**src/rtl/vga_timing_pkg.sv**
```systemverilog
// Shared 640x480@60 raster constants, counter width and helpers for the VGA timing generator.
package vga_timing_pkg;

   localparam int CNT_W = 10;

   localparam logic [CNT_W-1:0] H_ACTIVE = 10'd640;
   localparam logic [CNT_W-1:0] H_FP     = 10'd16;
   localparam logic [CNT_W-1:0] H_SYNC   = 10'd96;
   localparam logic [CNT_W-1:0] H_BP     = 10'd48;
   localparam logic [CNT_W-1:0] V_ACTIVE = 10'd480;
   localparam logic [CNT_W-1:0] V_FP     = 10'd10;
   localparam logic [CNT_W-1:0] V_SYNC   = 10'd2;
   localparam logic [CNT_W-1:0] V_BP     = 10'd33;

   function automatic logic [CNT_W-1:0] timing_total(input logic [CNT_W-1:0] active,
                                                     input logic [CNT_W-1:0] fp,
                                                     input logic [CNT_W-1:0] sync,
                                                     input logic [CNT_W-1:0] bp);
      return active + fp + sync + bp;
   endfunction

   function automatic logic in_window(input logic [CNT_W-1:0] pos,
                                      input logic [CNT_W-1:0] lo,
                                      input logic [CNT_W-1:0] hi);
      return (pos >= lo) && (pos <= hi);
   endfunction

   localparam logic [CNT_W-1:0] H_TOTAL  = timing_total(H_ACTIVE, H_FP, H_SYNC, H_BP);
   localparam logic [CNT_W-1:0] V_TOTAL  = timing_total(V_ACTIVE, V_FP, V_SYNC, V_BP);
   localparam logic [CNT_W-1:0] HS_START = H_ACTIVE + H_FP;
   localparam logic [CNT_W-1:0] HS_END   = HS_START + H_SYNC - 10'd1;
   localparam logic [CNT_W-1:0] VS_START = V_ACTIVE + V_FP;
   localparam logic [CNT_W-1:0] VS_END   = VS_START + V_SYNC - 10'd1;

   // Raw (undelayed) raster terms, always asserted-high internally.
   typedef struct packed {
      logic hs;
      logic vs;
      logic de;
   } raw_t;

endpackage

```
**src/rtl/vga_timing_gen_if.sv**
```systemverilog
// Display-side signal bundle of the VGA timing generator; master = generator, slave = consumer.
interface vga_timing_gen_if;
   import vga_timing_pkg::*;

   logic             colour;
   logic [CNT_W-1:0] counter_H;
   logic [CNT_W-1:0] counter_V;
   logic             hsync;
   logic             vsync;
   logic             display_on;
   logic             vga_pixel;
   logic             frame_tick;
   logic [7:0]       frame_count;

   modport master (
      input  colour,
      output counter_H, counter_V, hsync, vsync, display_on, vga_pixel, frame_tick, frame_count
   );

   modport slave (
      output colour,
      input  counter_H, counter_V, hsync, vsync, display_on, vga_pixel, frame_tick, frame_count
   );

endinterface

```
**src/rtl/sync_delay_line.sv**
```systemverilog
// Enabled WIDTH x DEPTH shift register; every stage loads rst_val on asynchronous active-low reset.
module sync_delay_line #(
   parameter int WIDTH = 3,
   parameter int DEPTH = 3
) (
   input  logic             clk,
   input  logic             rst_n,
   input  logic             en,
   input  logic [WIDTH-1:0] rst_val,
   input  logic [WIDTH-1:0] din,
   output logic [WIDTH-1:0] dout
);

   logic [WIDTH-1:0] stage_q [DEPTH];
   logic [WIDTH-1:0] stage_d [DEPTH];

   always_comb begin
      for (int i = 0; i < DEPTH; i++) begin
         stage_d[i] = stage_q[i];
      end
      if (en) begin
         stage_d[0] = din;
         for (int i = 1; i < DEPTH; i++) begin
            stage_d[i] = stage_q[i-1];
         end
      end
   end

   always_ff @(posedge clk or negedge rst_n) begin
      if (!rst_n) begin
         for (int i = 0; i < DEPTH; i++) begin
            stage_q[i] <= rst_val;
         end
      end else begin
         for (int i = 0; i < DEPTH; i++) begin
            stage_q[i] <= stage_d[i];
         end
      end
   end

   assign dout = stage_q[DEPTH-1];

endmodule

```
**src/rtl/vga_timing_gen.sv**
```systemverilog
// Free-running VGA raster timing source with delayed sync/blanking and per-frame tick.
// Optional VGA_CLK_DIV2_EN: clk runs at twice the pixel rate and a toggle flop strobes every other cycle.
module vga_timing_gen #(
   parameter logic [vga_timing_pkg::CNT_W-1:0] H_ACTIVE   = vga_timing_pkg::H_ACTIVE,
   parameter logic [vga_timing_pkg::CNT_W-1:0] H_FP       = vga_timing_pkg::H_FP,
   parameter logic [vga_timing_pkg::CNT_W-1:0] H_SYNC     = vga_timing_pkg::H_SYNC,
   parameter logic [vga_timing_pkg::CNT_W-1:0] H_BP       = vga_timing_pkg::H_BP,
   parameter logic [vga_timing_pkg::CNT_W-1:0] V_ACTIVE   = vga_timing_pkg::V_ACTIVE,
   parameter logic [vga_timing_pkg::CNT_W-1:0] V_FP       = vga_timing_pkg::V_FP,
   parameter logic [vga_timing_pkg::CNT_W-1:0] V_SYNC     = vga_timing_pkg::V_SYNC,
   parameter logic [vga_timing_pkg::CNT_W-1:0] V_BP       = vga_timing_pkg::V_BP,
   parameter bit                               SYNC_POL   = 1'b0,
   parameter int                               PIPE_DELAY = 3
) (
   input  logic              clk,
   input  logic              reset,
   vga_timing_gen_if.master  vga
);
   import vga_timing_pkg::*;

   localparam logic [CNT_W-1:0] H_MAX  = timing_total(H_ACTIVE, H_FP, H_SYNC, H_BP) - 10'd1;
   localparam logic [CNT_W-1:0] V_MAX  = timing_total(V_ACTIVE, V_FP, V_SYNC, V_BP) - 10'd1;
   localparam logic [CNT_W-1:0] HS_LO  = H_ACTIVE + H_FP;
   localparam logic [CNT_W-1:0] HS_HI  = H_ACTIVE + H_FP + H_SYNC - 10'd1;
   localparam logic [CNT_W-1:0] VS_LO  = V_ACTIVE + V_FP;
   localparam logic [CNT_W-1:0] VS_HI  = V_ACTIVE + V_FP + V_SYNC - 10'd1;
   localparam logic [CNT_W-1:0] V_TICK = V_ACTIVE - 10'd1;
   // Out-of-range delays are clamped to the supported 1..7 stages.
   localparam int DEPTH = (PIPE_DELAY < 1) ? 1 : ((PIPE_DELAY > 7) ? 7 : PIPE_DELAY);

   logic pix_en;

`ifdef VGA_CLK_DIV2_EN
   logic toggle_q, toggle_d;

   always_comb begin
      toggle_d = ~toggle_q;
   end

   always_ff @(posedge clk or negedge reset) begin
      if (!reset) begin
         toggle_q <= 1'b0;
      end else begin
         toggle_q <= toggle_d;
      end
   end

   assign pix_en = toggle_q;
`else
   assign pix_en = 1'b1;
`endif

   logic [CNT_W-1:0] h_q, h_d;
   logic [CNT_W-1:0] v_q, v_d;
   logic             frame_tick_q, frame_tick_d;
   logic [7:0]       frame_count_q, frame_count_d;
   logic             h_wrap, v_wrap;

   always_comb begin
      h_wrap        = (h_q == H_MAX);
      v_wrap        = (v_q == V_MAX);
      h_d           = h_q;
      v_d           = v_q;
      frame_tick_d  = 1'b0;
      frame_count_d = frame_count_q;
      if (pix_en) begin
         h_d = h_wrap ? '0 : h_q + 10'd1;
         if (h_wrap) begin
            v_d = v_wrap ? '0 : v_q + 10'd1;
         end
         // Last pixel of the last visible line: vblank starts on the next strobe.
         if (h_wrap && (v_q == V_TICK)) begin
            frame_tick_d  = 1'b1;
            frame_count_d = frame_count_q + 8'd1;
         end
      end
   end

   always_ff @(posedge clk or negedge reset) begin
      if (!reset) begin
         h_q           <= '0;
         v_q           <= '0;
         frame_tick_q  <= 1'b0;
         frame_count_q <= '0;
      end else begin
         h_q           <= h_d;
         v_q           <= v_d;
         frame_tick_q  <= frame_tick_d;
         frame_count_q <= frame_count_d;
      end
   end

   raw_t raw_now, raw_dly;

   always_comb begin
      raw_now.hs = in_window(h_q, HS_LO, HS_HI);
      raw_now.vs = in_window(v_q, VS_LO, VS_HI);
      raw_now.de = (h_q < H_ACTIVE) && (v_q < V_ACTIVE);
   end

   // Resetting the stages to the deasserted terms keeps sync glitch-free across a mid-frame reset.
   sync_delay_line #(
      .WIDTH ($bits(raw_t)),
      .DEPTH (DEPTH)
   ) u_sync_delay_line (
      .clk     (clk),
      .rst_n   (reset),
      .en      (pix_en),
      .rst_val ('0),
      .din     (raw_now),
      .dout    (raw_dly)
   );

   assign vga.counter_H   = h_q;
   assign vga.counter_V   = v_q;
   assign vga.hsync       = raw_dly.hs ? SYNC_POL : ~SYNC_POL;
   assign vga.vsync       = raw_dly.vs ? SYNC_POL : ~SYNC_POL;
   assign vga.display_on  = raw_dly.de;
   assign vga.vga_pixel   = vga.colour & raw_dly.de;
   assign vga.frame_tick  = frame_tick_q;
   assign vga.frame_count = frame_count_q;

endmodule

```
**src/flat_wrapper.sv**
```systemverilog
// flat-port wrapper written by rule: the top's interface ports become plain ports
module vga_timing_gen_flat import vga_timing_pkg::*;
#(
   parameter logic [vga_timing_pkg::CNT_W-1:0] H_ACTIVE   = vga_timing_pkg::H_ACTIVE,
   parameter logic [vga_timing_pkg::CNT_W-1:0] H_FP       = vga_timing_pkg::H_FP,
   parameter logic [vga_timing_pkg::CNT_W-1:0] H_SYNC     = vga_timing_pkg::H_SYNC,
   parameter logic [vga_timing_pkg::CNT_W-1:0] H_BP       = vga_timing_pkg::H_BP,
   parameter logic [vga_timing_pkg::CNT_W-1:0] V_ACTIVE   = vga_timing_pkg::V_ACTIVE,
   parameter logic [vga_timing_pkg::CNT_W-1:0] V_FP       = vga_timing_pkg::V_FP,
   parameter logic [vga_timing_pkg::CNT_W-1:0] V_SYNC     = vga_timing_pkg::V_SYNC,
   parameter logic [vga_timing_pkg::CNT_W-1:0] V_BP       = vga_timing_pkg::V_BP,
   parameter bit                               SYNC_POL   = 1'b0,
   parameter int                               PIPE_DELAY = 3
)
  (clk, reset, vga_colour, vga_counter_H, vga_counter_V, vga_hsync, vga_vsync, vga_display_on, vga_vga_pixel, vga_frame_tick, vga_frame_count);
  vga_timing_gen_if vga_i ();
  input  logic clk;
  input  logic reset;
  input wire logic [$bits(vga_i.colour)-1:0] vga_colour;
  output wire logic [$bits(vga_i.counter_H)-1:0] vga_counter_H;
  output wire logic [$bits(vga_i.counter_V)-1:0] vga_counter_V;
  output wire logic [$bits(vga_i.hsync)-1:0] vga_hsync;
  output wire logic [$bits(vga_i.vsync)-1:0] vga_vsync;
  output wire logic [$bits(vga_i.display_on)-1:0] vga_display_on;
  output wire logic [$bits(vga_i.vga_pixel)-1:0] vga_vga_pixel;
  output wire logic [$bits(vga_i.frame_tick)-1:0] vga_frame_tick;
  output wire logic [$bits(vga_i.frame_count)-1:0] vga_frame_count;
  assign vga_i.colour = vga_colour;
  assign vga_counter_H = vga_i.counter_H;
  assign vga_counter_V = vga_i.counter_V;
  assign vga_hsync = vga_i.hsync;
  assign vga_vsync = vga_i.vsync;
  assign vga_display_on = vga_i.display_on;
  assign vga_vga_pixel = vga_i.vga_pixel;
  assign vga_frame_tick = vga_i.frame_tick;
  assign vga_frame_count = vga_i.frame_count;
  vga_timing_gen #(.H_ACTIVE(H_ACTIVE), .H_FP(H_FP), .H_SYNC(H_SYNC), .H_BP(H_BP), .V_ACTIVE(V_ACTIVE), .V_FP(V_FP), .V_SYNC(V_SYNC), .V_BP(V_BP), .SYNC_POL(SYNC_POL), .PIPE_DELAY(PIPE_DELAY)) u_core (.clk(clk), .reset(reset), .vga(vga_i));
endmodule
```
**config.mk**
```make
export PLATFORM = sky130hd
export DESIGN_NAME = vga_timing_gen_flat
export DESIGN_NICKNAME = d
export VERILOG_FILES = /design/src/rtl/vga_timing_pkg.sv /design/src/rtl/vga_timing_gen_if.sv /design/src/rtl/sync_delay_line.sv /design/src/rtl/vga_timing_gen.sv /design/src/flat_wrapper.sv
export SDC_FILE = /design/constraint.sdc
export NUM_CORES = 1
export LEC_CHECK = 0
export CORE_ASPECT_RATIO = 0.8
export CORE_MARGIN = 8
export CORE_UTILIZATION = 38
export DETAILED_ROUTE_END_ITERATION = 7
export PLACE_DENSITY_LB_ADDON = 0.2
export SLEW_MARGIN = 20
export SYNTH_ARGS = -nofsm -noshare
export SYNTH_HDL_FRONTEND = slang
export SYNTH_SLANG_ARGS = --single-unit
```
**constraint.sdc**
```tcl
create_clock -name clk -period 4.8 [get_ports clk]
set_input_delay 1.2 -clock clk [delete_from_list [all_inputs] [get_ports clk]]
set_output_delay 1.2 -clock clk [all_outputs]
set_load 0.005 [all_outputs]
```
==> flow_summary.yaml, run 1 <==
pwr:
  cellLeakagePower_nw: 1.01
  power.density_cell_area_nw_per_um2: 247
  ir_worst_vdd_mv: 0.148
clock_tree:
  post_cts_resize_count: 0
  clk_pin_slew_ns: 0.07
  cts_hold_buffers: 0
  clock_tree_sinks: 38
  clockRootBuffer: "sky130_fd_sc_hd__clkbuf_8"
  htree_num_levels: 2
  worstSkewPairLatency_ns: 0.29
  cts.path.max_buffers: 2
  total_cts_buffers: 5
  postCtsSetupRepairBufs: 0
  cts_tree: "done"
worst_hold_path:
  holdPathEnd: "u_core.u_sync_delay_line.stage_q[5]"
  min-delay-path-class: "flop to flop"
  worstHoldStart: "u_core.u_sync_delay_line.stage_q[8]"
  worst_hold_path.num_cells: 0
sta:
  clock-skew-final_ns: 0.00477
  worst_slew_margin_rel_pct: 44.9
  setup_viol_count_final: 0
  finalSetupTns_ns: 0
  setup_ws_ns: 1.34
  final_hold_vios: 0
  period_share_pct: 72.0
  period_needed_ns: 3.46
  rsz0062_at_grt: "no"
  finalMaxSlewViolations: 0
  tightest_slew_ns: 0.827
  highest_achievable_clock_rate_mhz: 289
final_layout:
  syn2layout_area_growth_pct: 27.9
  post_route_cells_drive_above_1_share_pct: 10.8
  antenna_cells: 0
  multi_input_area_um2: 751
  n_fill_cell: 427
  sequential_cell_area_um2: 951
  stdcell_count: 255
  post-route-cell-area_um2: 2250
  fin_nets: 202
worst_setup_path:
  cp_cell_sequence: "clkdlybuf4s50_1 -> and2_1 -> clkdlybuf4s50_1"
  crit_path_max_incr_delay_ns: 0.50
  rr_worst_depth: 5
  path_class: "primary input to output port"
  cp_max_fo: 1
  crit_required_ns: 3.60
  worst-r2r-setup-slack_ns: 2.80
  critPathCaptureType: "output port"
  critical_path_buf_inv_count: 2
  crit_path_frequent_cell: "sky130_fd_sc_hd__clkdlybuf4s50_1"
  worst_r2r_endpoint: "u_core.vga.frame_count[1]"
  critical_path_arrival_ns: 2.26
  worst_setup_path_start_kind: "primary input"
  cp_top_family: "buffers and inverters"
  critical-path-slowest-cell: "sky130_fd_sc_hd__clkdlybuf4s50_1"
  rr_startpoint: "u_core.vga.counter_H[1]"
die:
  initial_core_util_pct: 39.0
  fp.dieArea_um2: 7080
  die_x_um: 92.1
  chipHeight_um: 76.9
  core_um2: 4510
  rows: 22
  boundaryPins: 36
global_route:
  gr-usage-all-layers_pct: 10.9
  via_count_of_the_first_global_routing_pass: 1296
  initial_antenna_violation_count: 0
  pin_count_of_the_biggest_net_entering_global_routing: 39
  grt_first_pass_wirelength_um: 6220
  global_route.overflow_total: 0
placement:
  place_inst: 247
  routabilityCongestion: 0.800
  port_buffers: 35
  place_hpwl_um: 2570
  placedInstanceArea_um2: 2160
  dpl_worst_slack_ns: 1.34
route:
  post-route-drc-count: 0
  num_vias: 1271
  iteration_0_drc_markers: 47
  final_wirelength_um: 3590
  ant_nets: 0
  detailed_route_vias_per_instance: 4.98
  routed_wire_length_per_instance_um: 14.1
  first_pass_iters: 4
synth:
  primary_flip_flop_cell_chosen_by_synthesis_mapping: "sky130_fd_sc_hd__dfrtp_1"
  post_synth_top_cells: "38 x sky130_fd_sc_hd__dfrtp_1, 13 x sky130_fd_sc_hd__nand3_1, 12 x sky130_fd_sc_hd__nor2_1, 9 x sky130_fd_sc_hd__inv_1, 9 x sky130_fd_sc_hd__xor2_1"
  count_of_unique_library_cells_instantiated_by_yosys: 35
  synth.avg_cell_area_um2: 11.4
  synthTopCellsByArea: "sky130_fd_sc_hd__dfrtp_1 54%, sky130_fd_sc_hd__xor2_1 4.5%, sky130_fd_sc_hd__xnor2_1 4.0%"
  syn_inst: 154
  synth.ff_latch_count: 38
  synth.top_cell.area_share_pct: 54.0
  yosys.cell_count.top_type: "sky130_fd_sc_hd__dfrtp_1"
  synth.yosys.warnings: 0
  synth.yosys.seq_area_share_pct: 54.0
  synth_top_cell_by_area: "sky130_fd_sc_hd__dfrtp_1"
  post_synth_instance_area_um2: 1760
  async_set_reset_flop_share_out_of_synthesis_pct: 100
  synth_enable_flop_cells: 0
  syn_nets: 162
status:
  status: "finished, final reports clean"
flow_run:
  maxCapViolCount: 0
## power by group
group | internal, W | leakage (nW) | switching [W]
combinational | 0.00000191 | 0.459 | 0.00000627
sequential | 0.000320 | 0.501 | 0
clock | 0.000115 | 0.0472 | 0.000114
## final cells by class
cell class	instances	share of cell area [%]
flip-flops and latches	38	42.2
clock inverters	2	0.556
well taps	60	3.34
clock buffers	6	3.67
repair buffers	35	15.3
inverters	9	1.50
multi-input cells	105	33.4
## sequential cells by signal (all words and copies together) (netlist names)
name	count
u_core.vga.frame_count	8
u_core.vga.counter_H	10
u_core.vga.frame_tick	1
u_core.u_sync_delay_line.stage_q	6
u_core.vga.counter_V	10
u_core.u_sync_delay_line.dout	3
## per-layer routing
metal / global-route usage (%) / up-vias / wire, um
met4: 5.62 / 0 / 75
met5: 0 / - / 0
met1: 12.4 / 612 / 1680
met3: 4.18 / 8 / 270
li1: - / 616 / -
met2: 17.5 / 35 / 1560
## worst max path at each step
stage	start	end	slack, ns	cells past startpoint
floorplan	vga_colour	vga_vga_pixel	2.26	1
global placement	vga_colour	vga_vga_pixel	1.34	3
detailed placement	vga_colour	vga_vga_pixel	1.34	3
CTS	vga_colour	vga_vga_pixel	1.33	3
global route	vga_colour	vga_vga_pixel	1.29	3
finish	vga_colour	vga_vga_pixel	1.34	3
## logic make-up (layout without fill, tap and decap cells)
group / count (synthesis) / after routing / share of synthesized area (%)
muxes: 3 / 3 / 1.92
and+or+nand+nor: 67 / 67 / 24.2
buffers and inverters: 11 / 52 / 3.34
xor gates and xnor gates: 17 / 17 / 8.46
AOI/OAI and AO/OA: 13 / 13 / 4.48
adders and majority gates: 5 / 5 / 3.55
DFF: 38 / 38 / 54.0
## worst reg2reg max path, cell delays in order (launching register included)
cell                      delay (ns)
sky130_fd_sc_hd__dfrtp_1        0.43
sky130_fd_sc_hd__ha_1           0.26
sky130_fd_sc_hd__and4_2         0.28
sky130_fd_sc_hd__and3_1         0.43
sky130_fd_sc_hd__nand2_1        0.18
sky130_fd_sc_hd__mux2_2         0.30
## metrics by stage
step | hold slack [ns] | power (W) | utilization [%]
6_report | 0.351 | 0.000557 | 49.9
4_1_cts | 0.353 | 0.000569 | 49.9
5_1_grt | 0.360 | 0.000582 | 49.9
2_1_floorplan | 0.331 | 0.000327 | -
3_3_place_gp | 0.332 | 0.000335 | 47.8
3_5_place_dp | 0.335 | 0.000335 | 47.8
## cells in the final DEF (no fill, tap or decap), types with 4 or more instances in the layout
master,count
sky130_fd_sc_hd__xor2_1,9
sky130_fd_sc_hd__o21ai_0,6
sky130_fd_sc_hd__ha_1,5
sky130_fd_sc_hd__xnor2_1,8
sky130_fd_sc_hd__and2_1,4
sky130_fd_sc_hd__clkdlybuf4s50_1,34
sky130_fd_sc_hd__nand3_1,13
sky130_fd_sc_hd__nand2_1,8
sky130_fd_sc_hd__inv_1,9
sky130_fd_sc_hd__dfrtp_1,38
sky130_fd_sc_hd__nand4_1,4
sky130_fd_sc_hd__nor2_1,12
sky130_fd_sc_hd__clkbuf_8,6
Power figures use the tool's default switching activity.
==> inputs of run 2 (changes only) <==
Clock period 4.8 ns to 3.6 ns, I/O delays scaled along.
==> run 2 against run 1 <==
Compared with the run above: non-clock buffer count stayed put; sequential power is 33% higher; die area stayed put; design area is 0.78% higher; first-iteration DRC count is 28% lower; largest cell class unchanged; clock skew is 0.0012 ns higher; wire length is 3.9% higher; flip-flop and latch count stayed put.
==> flow_summary.yaml, run 2 (same netlist as run 1, synthesis figures left out) <==
status:
  status: "finished, final reports clean"
placement:
  port_buffers: 35
  place_inst: 247
  routabilityCongestion: 0.807
  place_hpwl_um: 2580
  placedInstanceArea_um2: 2160
worst_setup_path:
  worstSetupEndpoint: "vga_vga_pixel"
  cp_cell_sequence: "clkdlybuf4s50_1 -> and2_1 -> clkdlybuf4s50_1"
  path_class: "primary input to output port"
  timing.critical_path.from: "vga_colour"
  crit_path_max_incr_delay_ns: 0.49
  critical_path_buf_inv_count: 2
  rr_worst_depth: 5
  crit_path_frequent_cell: "sky130_fd_sc_hd__clkdlybuf4s50_1"
  critical_path_arrival_ns: 1.96
  crit_required_ns: 2.70
  critical_path_depth: 3
  cp_top_family: "buffers and inverters"
  critPathCaptureType: "output port"
  cp_max_fo: 1
  rr_startpoint: "u_core.vga.counter_H[0]"
  worst_r2r_endpoint: "u_core.vga.frame_count[1]"
  critical-path-slowest-cell: "sky130_fd_sc_hd__clkdlybuf4s50_1"
  worst_setup_path_start_kind: "primary input"
  worst-r2r-setup-slack_ns: 1.58
sta:
  whs_ns: 0.350
  setup_viol_count_final: 0
  finalMaxSlewViolations: 0
  period_needed_ns: 2.86
  clock-skew-final_ns: 0.00600
  final_hold_vios: 0
  worst_slew_margin_rel_pct: 44.3
  period_share_pct: 79.3
  rsz0062_at_grt: "no"
  tightest_slew_ns: 0.835
  finalSetupTns_ns: 0
  highest_achievable_clock_rate_mhz: 350
clock_tree:
  clk_pin_slew_ns: 0.07
  cts.path.max_buffers: 2
  htree_num_levels: 2
  post_cts_resize_count: 0
  clockRootBuffer: "sky130_fd_sc_hd__clkbuf_8"
  postCtsSetupRepairBufs: 0
  total_cts_buffers: 5
  cts_tree: "done"
  worstSkewPairLatency_ns: 0.29
  cts_hold_buffers: 0
  clock_tree_sinks: 38
pwr:
  power_report.internal_total_w: 0.000651
  power.share.sequential_pct: 53.1
  combinationalPowerShare_pct: 1.4
  total_switching_power_w: 0.000153
  power.density_cell_area_nw_per_um2: 354
  cellLeakagePower_nw: 1.02
  clock_power_share_pct: 45.6
  ir_worst_vdd_mv: 0.192
  switching_share_pct: 19.0
  power_w: 0.000804
final_layout:
  layout.cells.most_common_list: "38 x sky130_fd_sc_hd__dfrtp_1, 34 x sky130_fd_sc_hd__clkdlybuf4s50_1, 13 x sky130_fd_sc_hd__nand3_1"
  antenna_cells: 0
  stdcell_count: 254
  n_fill_cell: 415
  final_common_cell: "sky130_fd_sc_hd__dfrtp_1"
  post-route-cell-area_um2: 2270
  post_route_cells_drive_above_1_share_pct: 10.3
  syn2layout_area_growth_pct: 28.9
  fin_nets: 202
flow_run:
  maxCapViolCount: 0
global_route:
  grt_first_pass_wirelength_um: 6040
  gr-usage-all-layers_pct: 10.6
  pin_count_of_the_biggest_net_entering_global_routing: 39
  global_route.overflow_total: 0
  via_count_of_the_first_global_routing_pass: 1233
  initial_antenna_violation_count: 0
route:
  met2_wirelength_um: 1680
  detailed_route_vias_per_instance: 5.03
  routed_wire_length_per_instance_um: 14.7
  met3_length_um: 279
  routedLengthMet1_um: 1710
  iteration_0_drc_markers: 34
  post-route-drc-count: 0
  final_wirelength_um: 3730
  num_vias: 1278
  first_pass_iters: 4
  dr.max_layer_used: "met4"
  ant_nets: 0
die:
  boundaryPins: 36
  chipHeight_um: 76.9
  rows: 22
  initial_core_util_pct: 39.0
  fp.dieArea_um2: 7080
  die_x_um: 92.1
  core_um2: 4510
worst_hold_path:
  min-delay-path-class: "flop to flop"
  worstHoldStart: "u_core.u_sync_delay_line.stage_q[6]"
-- run 2: worst reg2reg max path, cell delays in order, from the launching register on --
cell	delay, ns
sky130_fd_sc_hd__dfrtp_1	0.43
sky130_fd_sc_hd__ha_1	0.26
sky130_fd_sc_hd__and4_2	0.29
sky130_fd_sc_hd__and3_1	0.44
sky130_fd_sc_hd__nand2_1	0.19
sky130_fd_sc_hd__mux2_2	0.30
-- run 2: per-stage QoR --
step	setup slack (ns)	utilization [%]
floorplan	1.66	-
detailed placement	0.739	47.8
CTS	0.732	50.2
finish	0.745	50.2
global placement	0.739	47.8
global route	0.730	50.2
-- run 2: how the worst min path moves through the flow --
stage                                               end  slack (ns)  cells after the start
floorplan              u_core.u_sync_delay_line.dout[0]        0.33                      0
global placement       u_core.u_sync_delay_line.dout[0]        0.33                      0
detailed placement  u_core.u_sync_delay_line.stage_q[3]        0.33                      0
CTS                 u_core.u_sync_delay_line.stage_q[5]        0.35                      0
global route           u_core.u_sync_delay_line.dout[0]        0.36                      0
finish              u_core.u_sync_delay_line.stage_q[3]        0.35                      0
-- run 2: layout make-up --
| class | count | area, um2 | area share [%] |
|---|---|---|---|
| Clock inverter | 1 | 30.0 | 1.32 |
| Inverter | 9 | 33.8 | 1.49 |
| Clock buffer | 6 | 82.6 | 3.64 |
| Tap cell | 60 | 75.1 | 3.31 |
| Sequential cell | 38 | 951 | 41.9 |
| Timing Repair Buffer | 35 | 345 | 15.2 |
| Multi-Input combinational cell | 105 | 751 | 33.1 |
-- run 2: routing by layer --
metal	up-vias	global-route usage, %
met3	5	3.89
met2	40	16.6
li1	614	-
met5	-	0
met4	0	4.82
met1	619	12.6
-- run 2: power groups by stage --
stage,Sequential (W),Clock [W],Combinational (W)
2_1_floorplan,0.000435,0,0.000000522
5_1_grt,0.000426,0.000393,0.0000130
3_3_place_gp,0.000435,0,0.0000116
4_1_cts,0.000426,0.000379,0.0000119
6_report,0.000427,0.000366,0.0000109
3_5_place_dp,0.000435,0,0.0000119
==> inputs of run 3 (changes only) <==
Clock period 3.6 ns to 2.85 ns, I/O delays scaled along.
==> run 3 against run 2 <==
Compared with the run above: flip-flop and latch count did not move; wire length fell by 2.2%; clock-buffer cell count rose by 1; via count fell by 1.2%; first-iteration DRC count rose by 47%; power rose by 11%; die area did not move; critical path type unchanged.
==> flow_summary.yaml, run 3 (same netlist as run 1, synthesis figures left out) <==
die:
  core_um2: 4510
  rows: 22
  chipHeight_um: 76.9
  die_x_um: 92.1
  fp.dieArea_um2: 7080
  initial_core_util_pct: 39.0
  boundaryPins: 36
final_layout:
  post_route_cells_drive_above_1_share_pct: 9.28
  syn2layout_area_growth_pct: 26.8
  final_common_cell: "sky130_fd_sc_hd__dfrtp_1"
  antenna_cells: 0
  layout.cells.most_common_list: "38 x sky130_fd_sc_hd__dfrtp_1, 34 x sky130_fd_sc_hd__clkdlybuf4s50_1, 13 x sky130_fd_sc_hd__nand3_1"
  multi_input_area_um2: 751
  n_fill_cell: 432
  utilization_pct: 49.4
  fin_nets: 202
  sequential_cell_area_um2: 951
route:
  routed_wire_length_per_instance_um: 14.3
  detailed_route_vias_per_instance: 4.97
  num_vias: 1263
  final_wirelength_um: 3640
  first_pass_iters: 4
  post-route-drc-count: 0
  iteration_0_drc_markers: 50
  ant_nets: 0
global_route:
  global_route.usage.met2_pct: 17.3
  via_count_of_the_first_global_routing_pass: 1322
  global_route.overflow_total: 0
  grt_first_pass_wirelength_um: 6380
  gr-usage-all-layers_pct: 11.1
  grt_use_met1_pct: 13.2
  initial_antenna_violation_count: 0
  top_usage_layer_grt: "met2"
  pin_count_of_the_biggest_net_entering_global_routing: 39
  grt_util_met3_pct: 4.18
pwr:
  cellLeakagePower_nw: 0.998
  clock_power_share_pct: 38.3
  power_report.internal_total_w: 0.000711
  total_switching_power_w: 0.000185
  power.density_cell_area_nw_per_um2: 401
  ir_worst_vdd_mv: 0.197
  power.share.sequential_pct: 60.2
  combinationalPowerShare_pct: 1.6
  switching_share_pct: 20.7
worst_setup_path:
  critical-path-slowest-cell: "sky130_fd_sc_hd__clkdlybuf4s50_1"
  crit_path_frequent_cell: "sky130_fd_sc_hd__clkdlybuf4s50_1"
  cp_cell_sequence: "clkdlybuf4s50_1 -> and2_1 -> clkdlybuf4s50_1"
  worst_setup_path_start_kind: "primary input"
  path_class: "primary input to output port"
  cp_top_family: "buffers and inverters"
  crit_required_ns: 2.14
  critical_path_buf_inv_count: 2
  critPathCaptureType: "output port"
  critical_path_arrival_ns: 1.76
  cp_max_fo: 1
  crit_path_max_incr_delay_ns: 0.49
clock_tree:
  post_cts_resize_count: 0
  clk_pin_slew_ns: 0.06
  cts.path.max_buffers: 2
  htree_num_levels: 2
  total_cts_buffers: 5
  clockRootBuffer: "sky130_fd_sc_hd__clkbuf_8"
  postCtsSetupRepairBufs: 0
  worstSkewPairLatency_ns: 0.29
  clock_tree_sinks: 38
  cts_tree: "done"
  cts_hold_buffers: 0
sta:
  setup_ws_ns: 0.378
  setup_viol_count_final: 0
  tightest_slew_ns: 0.853
  rsz0062_at_grt: "no"
  finalSetupTns_ns: 0
  period_needed_ns: 2.47
  final_hold_vios: 0
  period_share_pct: 86.7
  clock-skew-final_ns: 0.00764
  worst_slew_margin_rel_pct: 43.1
  finalMaxSlewViolations: 0
  highest_achievable_clock_rate_mhz: 405
placement:
  place_hpwl_um: 2560
  dpl_worst_slack_ns: 0.368
  routabilityCongestion: 0.816
  port_buffers: 35
flow_run:
  maxCapViolCount: 0
status:
  status: "finished, final reports clean"
worst_hold_path:
  min-delay-path-class: "flop to flop"
[run 3: power by group through the flow]
| stage | sequential (W) | combinational, W | clock, W |
|---|---|---|---|
| final | 0.000539 | 0.0000140 | 0.000343 |
| after global routing | 0.000539 | 0.0000165 | 0.000377 |
| after global placement | 0.000549 | 0.0000147 | 0 |
| after floorplan | 0.000550 | 0.000000659 | 0 |
| after CTS | 0.000539 | 0.0000151 | 0.000358 |
| after detailed placement | 0.000549 | 0.0000152 | 0 |
[run 3: path summary, 6_finish.rpt]
path,endpoint,slack [ns],start,cells past startpoint
setup / recovery,vga_vga_pixel,0.38,vga_colour,3
hold / removal,u_core.u_sync_delay_line.dout[0],0.35,u_core.u_sync_delay_line.stage_q[3],0
setup reg to reg,u_core.vga.frame_count[1],0.84,u_core.vga.counter_H[0],5
hold reg to reg,u_core.u_sync_delay_line.dout[0],0.35,u_core.u_sync_delay_line.stage_q[3],0
max in group asynchronous,u_core.u_sync_delay_line.dout[1],1.78,reset,1
min in group asynchronous,u_core.vga.counter_V[0],0.53,reset,1
[run 3: per-stage QoR]
step           hold WS (ns)  cell area (um2)  total power (W)  cells
2_1_floorplan         0.331             1760         0.000550    154
3_3_place_gp          0.332             2160         0.000564    247
3_5_place_dp          0.337             2160         0.000565    247
4_1_cts               0.352             2230         0.000912    254
5_1_grt               0.356             2230         0.000932    254
6_report              0.349             2230         0.000896    254
[run 3: worst register-to-register path, cell delays in order (launching register included)]
cell                      delay, ns
sky130_fd_sc_hd__dfrtp_1       0.42
sky130_fd_sc_hd__ha_1          0.25
sky130_fd_sc_hd__and4_2        0.28
sky130_fd_sc_hd__and3_1        0.45
sky130_fd_sc_hd__nand2_1       0.19
sky130_fd_sc_hd__mux2_2        0.31
[run 3: routing by layer]
metal,up-vias,share of wire (%),wire [um]
li1,618,-,-
met1,609,47,1710
met2,29,44,1610
met3,7,7.0,256
met4,0,1.8,65
met5,-,0,0
[run 3: cell type report]
| cell class | instances | area share (%) |
|---|---|---|
| clock buffers | 7 | 3.42 |
| inverters | 9 | 1.51 |
| multi-input cells | 105 | 33.6 |
| flip-flops and latches | 38 | 42.6 |
| well taps | 60 | 3.36 |
| repair buffers | 35 | 15.5 |
